## src/rtl/shared_resource_arbiter.sv

```systemverilog
// shared_resource_arbiter
// Round-robin front end for one fixed-latency compute resource shared by
// NUM_REQ pipeline instances. One operation is accepted per cycle; its
// requester tag travels with it down a LATENCY-stage pipeline so that the
// result can be steered back to the owner as a one-hot valid.
module shared_resource_arbiter #(
  parameter int NUM_REQ = 4,
  parameter int DATA_W  = 32,
  parameter int LATENCY = 2,
  parameter int OP_INC  = 1
) (
  input  logic                              clk,
  input  logic                              reset,
  input  logic [NUM_REQ-1:0]                req,
  input  logic [NUM_REQ*DATA_W-1:0]         req_data,
  input  logic                              flush,
  input  logic                              res_stall,
  output logic [NUM_REQ-1:0]                grant,
  output logic [DATA_W-1:0]                 res_data,
  output logic [NUM_REQ-1:0]                res_valid,
  output logic [$clog2(LATENCY+1)-1:0]      inflight
);

  localparam int PTR_W = $clog2(NUM_REQ);
  localparam int CNT_W = $clog2(LATENCY+1);

  // Round-robin pointer: the requester searched first in the next cycle.
  logic [PTR_W-1:0]  r_ptr;

  // Resource pipeline stages; index LATENCY-1 is the result stage.
  logic              r_valid [LATENCY];
  logic [PTR_W-1:0]  r_tag   [LATENCY];
  logic [DATA_W-1:0] r_data  [LATENCY];

  logic [DATA_W-1:0] w_operand [NUM_REQ];
  logic [PTR_W-1:0]  w_cand;
  logic [PTR_W-1:0]  w_grant_idx;
  logic              w_grant_any;
  logic [PTR_W-1:0]  w_next_ptr;
  logic              w_out_valid;
  logic [CNT_W-1:0]  w_count;

  // Unpack the flat operand bus so the winner can be selected by index.
  for (genvar gi = 0; gi < NUM_REQ; gi++) begin : g_operand
    assign w_operand[gi] = req_data[gi*DATA_W +: DATA_W];
  end

  // Find the first requester at or after r_ptr (wrapping); suppressed while
  // the resource is frozen, flushed or held in reset.
  always_comb begin
    w_cand      = '0;
    w_grant_idx = '0;
    w_grant_any = 1'b0;
    if (!reset && !flush && !res_stall) begin
      for (int k = 0; k < NUM_REQ; k++) begin
        w_cand = PTR_W'((int'(r_ptr) + k) % NUM_REQ);
        if (!w_grant_any && req[w_cand]) begin
          w_grant_any = 1'b1;
          w_grant_idx = w_cand;
        end
      end
    end
  end

  // One-hot grant decode of the winning index.
  for (genvar gi = 0; gi < NUM_REQ; gi++) begin : g_grant
    assign grant[gi] = w_grant_any && (w_grant_idx == PTR_W'(gi));
  end

  assign w_next_ptr = PTR_W'((int'(w_grant_idx) + 1) % NUM_REQ);

  // Pointer advances past the winner only on an actual accept.
  always_ff @(posedge clk or posedge reset) begin
    if (reset) begin
      r_ptr <= '0;
    end else if (w_grant_any) begin
      r_ptr <= w_next_ptr;
    end
  end

  // Stage pipeline: flush wins over stall; stall freezes every stage so a
  // held result is presented again once the stall lifts.
  always_ff @(posedge clk or posedge reset) begin
    if (reset) begin
      for (int k = 0; k < LATENCY; k++) begin
        r_valid[k] <= 1'b0;
        r_tag[k]   <= '0;
        r_data[k]  <= '0;
      end
    end else if (flush) begin
      for (int k = 0; k < LATENCY; k++) begin
        r_valid[k] <= 1'b0;
      end
    end else if (!res_stall) begin
      r_valid[0] <= w_grant_any;
      if (w_grant_any) begin
        r_tag[0]  <= w_grant_idx;
        r_data[0] <= w_operand[w_grant_idx] + DATA_W'(OP_INC);
      end
      for (int k = 1; k < LATENCY; k++) begin
        r_valid[k] <= r_valid[k-1];
        r_tag[k]   <= r_tag[k-1];
        r_data[k]  <= r_data[k-1];
      end
    end
  end

  // The result stage is only shown when the resource is not frozen.
  assign w_out_valid = !reset && r_valid[LATENCY-1] && !res_stall;
  assign res_data    = w_out_valid ? r_data[LATENCY-1] : '0;

  // Steer the result valid to the requester named by the stage tag.
  for (genvar gi = 0; gi < NUM_REQ; gi++) begin : g_res_valid
    assign res_valid[gi] = w_out_valid && (r_tag[LATENCY-1] == PTR_W'(gi));
  end

  // Count of occupied stages, straight from the stage registers.
  always_comb begin
    w_count = '0;
    for (int k = 0; k < LATENCY; k++) begin
      w_count = w_count + CNT_W'(r_valid[k]);
    end
  end

  assign inflight = w_count;

endmodule
```

## config.mk

```make
export PLATFORM = sky130hd
export DESIGN_NAME = shared_resource_arbiter
export DESIGN_NICKNAME = d
export VERILOG_FILES = /design/src/rtl/shared_resource_arbiter.sv
export SDC_FILE = /design/constraint.sdc
export NUM_CORES = 1
export LEC_CHECK = 0
export BUFFER_PORTS_ARGS = -buffer_cell sky130_fd_sc_hd__buf_2
export CAP_MARGIN = 10
export CORE_UTILIZATION = 50
export DETAILED_ROUTE_END_ITERATION = 12
export GPL_TIMING_DRIVEN = 0
export MAX_ROUTING_LAYER = met4
export PLACE_DENSITY = 0.93
export SETUP_SLACK_MARGIN = 0.3
export SKIP_CTS_REPAIR_TIMING = 1
export SYNTH_ARGS = -nofsm -noshare
export SYNTH_HDL_FRONTEND = slang
export SYNTH_SLANG_ARGS = --single-unit
```

## constraint.sdc

```tcl
create_clock -name clk -period 13.5 [get_ports clk]
set_input_delay 4.05 -clock clk [delete_from_list [all_inputs] [get_ports clk]]
set_output_delay 4.05 -clock clk [all_outputs]
set_load 0.02 [all_outputs]
```

==> metrics.txt <==
vias in the first global route=4,568; syn avg cell area=between 10 and 15 um2; RSZ-0062 raised after global routing=no; Initial Utilization=0.5230; total wire length=around 16,000 um; Leak=between 2 and 3 nW; layout cells sized above 1=0.4164; P per Cell Area=around 110 nW/um2; drt via density=6.029; largest net degree at the start of global routing=73; FF-to-FF Start=r_ptr[1]$_DFFE_PP0P_; Max-Cap Viols=0; Vias=4,817; Boundary Pins=~180; Core Footprint=approximately 9400 um2; # rows=35; HPWL after DPL=roughly 12,000 um; average routed wire per standard cell=19.46 um; Rel. slew slack=0.3476; Residual DRC=0; CTS buffer count=9; worst setup path class=in -> out; fin crit period=10.62 ns; Hold Fails Final Rpt=0; synth unique cells=between 50 and 60; Die Height=a little over 100 um; CP Capture Type=output port; violation count after the first detailed-route iteration=330; cell mode on critical path=buf_2; Critical Path RT=9.45 ns; type of origin of the critical path=input port; placed insts=783; VDD IR max=56.27 uV; # nets final=between 800 and 900; CP bufs+invs=7; Async SR Flop Fraction=1.000; Reg2Reg Setup Slack=between 9 and 10 ns; CTS Root Cell=clkbuf_8; first-pass GRT wire length=about 24,000 um; WHS Path Cells=2; Yosys warning total=0; Worst-Skew Late Latency=0.36 ns; initial antenna violation count=0; top_reg_cell synth=dfrtp_1; Worst Min Path Start=r_data[35]$_DFFE_PP0P_; worst-path fanout max=11; Max H-tree Level=3; Synth Instances=477; fin crit share=0.7869; flop and latch count out of synthesis=72; Worst-Margin Slew=0.9764 ns; Top Family by Delay on Critical Path=buffers and inverters; drt pass-1 iters=5; Setup Viol. Count Final=0; syn_nets=619; worst min-delay path endpoint=r_data[35]$_DFFE_PP0P_; Port Buffers=177; gr ovfl total=0; Final Hold Slack=0.4895 ns; reg2reg end=r_data[50]$_DFFE_PP0P_; crit path cell chain=buf_2 > nor2_1 > o31ai_2 > o211a_1 > buf_6 > buf_6 > buf_6 > buf_2 > buf_2 > ha_1 > and2_1 > buf_2; Seq/Total Area, Yosys=0.3676; EDFF count, synth=0; clock skew=about 0.012 ns; ant diodes=0; crit path DAT=6.57 ns; synthesized area=4901 um2; synth-to-layout area growth=26.50%; Die Area=10,200 um2; Hold Path Class=reg -> reg; highest clock rate=around 94 MHz; status=complete, no violations; CTS Sinks=72; Post-DRT Antenna Nets=0; CTS tree=yes; CTS clock-pin slew for the worst setup and hold paths=0.09 ns; Worst path slowest cell=o31ai_2; Tot GR Track Use=0.3264; Finished Layout Cells=approximately 800; r2r worst-path depth=16; Final Max Slew Viols=0; Setup TNS=0 ns; CTS max path bufs=2; CP peak stage delay=between 0.4 and 0.5 ns; DIE WIDTH=between 100 and 150 um; routability cong.=0.9039
## worst reg2reg max path, cell delays in order, from the launching register on
cell	delay, ns
dfrtp_1	0.48
nand4bb_1	0.21
a211o_1	0.26
o211a_1	0.20
buf_6	0.16
buf_6	0.19
buf_6	0.18
buf_2	0.29
buf_2	0.33
nand2_1	0.08
and3_1	0.17
a31oi_1	0.23
ha_1	0.27
and4_4	0.27
nand2_4	0.10
or4_1	0.54
a31oi_1	0.19
## metrics by stage
step                setup slack, ns  utilization  area [um2]  power, mW
finish                        2.876       0.6615        6200     0.6632
global route                  2.762       0.6615        6200     0.6936
CTS                           2.927       0.6615        6200     0.6611
detailed placement            2.934       0.6350        5951     0.4452
global placement              2.994       0.6347        5948     0.4348
floorplan                     3.579            -        4901     0.3864
## per-layer routing
metal / share of wire / global-route usage / vias to the layer above / wire [um]
li1: - / - / 2166 / -
met1: 0.42 / 0.4346 / 2326 / 6469
met2: 0.48 / 0.5153 / 291 / 7528
met3: 0.076 / 0.03675 / 34 / 1182
met4: 0.023 / 0.1271 / 0 / 365
met5: 0 / - / - / 0
## flip-flops by register name, summed over array words and instances, names as in the netlist
signal / flops
r_data: 64
r_ptr: 2
r_tag: 4
r_valid: 2
## synthesized netlist by cell type, types with 2 or more instances
library cell,number,area [um2]
nor2_1,31,116.4
o21ai_0,16,80.08
and4_1,7,61.31
clkbuf_1,18,67.56
nor3b_1,2,15.01
nand4_1,16,100.1
buf_2,4,20.02
or3_1,3,18.77
inv_1,8,30.03
o2111ai_1,6,52.55
nand2_1,65,244.0
o31ai_1,8,60.06
dfrtp_1,72,1802
o211ai_1,7,52.55
xor2_1,5,43.79
or4_1,8,60.06
mux4_2,25,563.0
nor4_1,2,12.51
a21oi_1,3,15.01
nand3b_1,2,15.01
mux2_2,34,382.9
buf_6,3,33.78
and3_1,6,37.54
a211o_1,4,35.03
a31oi_1,20,125.1
nand2b_1,2,12.51
nand4bb_1,3,33.78
nand3_1,12,60.06
xnor2_1,5,43.79
ha_1,6,75.07
a31o_2,4,35.03
and2_1,40,250.2
mux2i_1,9,90.09
buf_12,2,40.04
## worst max path at each step
stage	cells after the start	slack [ns]	to	startpoint
finish	12	2.88	grant[3]	req[2]
global route	12	2.76	grant[3]	req[2]
CTS	12	2.93	grant[3]	req[2]
detailed placement	12	2.93	grant[3]	req[2]
global placement	12	2.99	grant[3]	req[2]
floorplan	10	3.58	grant[2]	req[1]
## logic make-up (layout without fill, tap and decap cells)
group                    count (synthesis)  in the layout  share of synthesized area
AO/OA/AOI/OAI                           74             74                     0.1093
XOR/XNOR                                10             10                    0.01787
adder cells (fa/ha/maj)                  6              6                    0.01532
buffers and inverters                   39            232                    0.04314
flip-flops                              72             72                     0.3676
multiplexers                            68             68                     0.2114
AND/OR/NAND/NOR                        208            208                     0.2354
## report_power, final
part | leakage (nW) | switching (mW) | internal (mW)
registers | 0.863 | 0.0304 | 0.265
clock network | 0.125 | 0.0943 | 0.125
logic | 1.86 | 0.0741 | 0.0738
total | 2.84 | 0.199 | 0.464
## cell type report
| class | count | area, um2 |
|---|---|---|
| plain buffers | 29 | 172.7 |
| clock buffers | 9 | 123.9 |
| clock inverters | 7 | 125.1 |
| fillers | 762 | 3172 |
| inverters | 10 | 41.29 |
| multi-input cells | 366 | 2888 |
| flip-flops and latches | 72 | 1802 |
| well taps | 129 | 161.4 |
| repair buffers | 177 | 885.9 |
## cell usage in the layout (no fill, tap or decap), types with 3 or more instances in the layout
cell type / synthesis / routed
buf_2: 4 / 181
dfrtp_1: 72 / 72
nand2_1: 65 / 65
and2_1: 40 / 40
mux2_2: 34 / 34
nor2_1: 31 / 31
mux4_2: 25 / 25
a31oi_1: 20 / 20
clkbuf_1: 18 / 18
o21ai_0: 16 / 16
nand4_1: 16 / 16
nand3_1: 12 / 12
mux2i_1: 9 / 9
clkbuf_8: 0 / 9
o31ai_1: 8 / 8
or4_1: 8 / 8
inv_1: 8 / 7
o211ai_1: 7 / 7
and4_1: 7 / 7
and3_1: 6 / 6
o2111ai_1: 6 / 6
ha_1: 6 / 6
xnor2_1: 5 / 5
xor2_1: 5 / 5
a211o_1: 4 / 4
a31o_2: 4 / 4
a21oi_1: 3 / 3
nand4bb_1: 3 / 3
buf_6: 3 / 3
or3_1: 3 / 3
bufinv_16: 0 / 3
inv_6: 0 / 3
No activity file was read; power rests on OpenSTA's default activity.
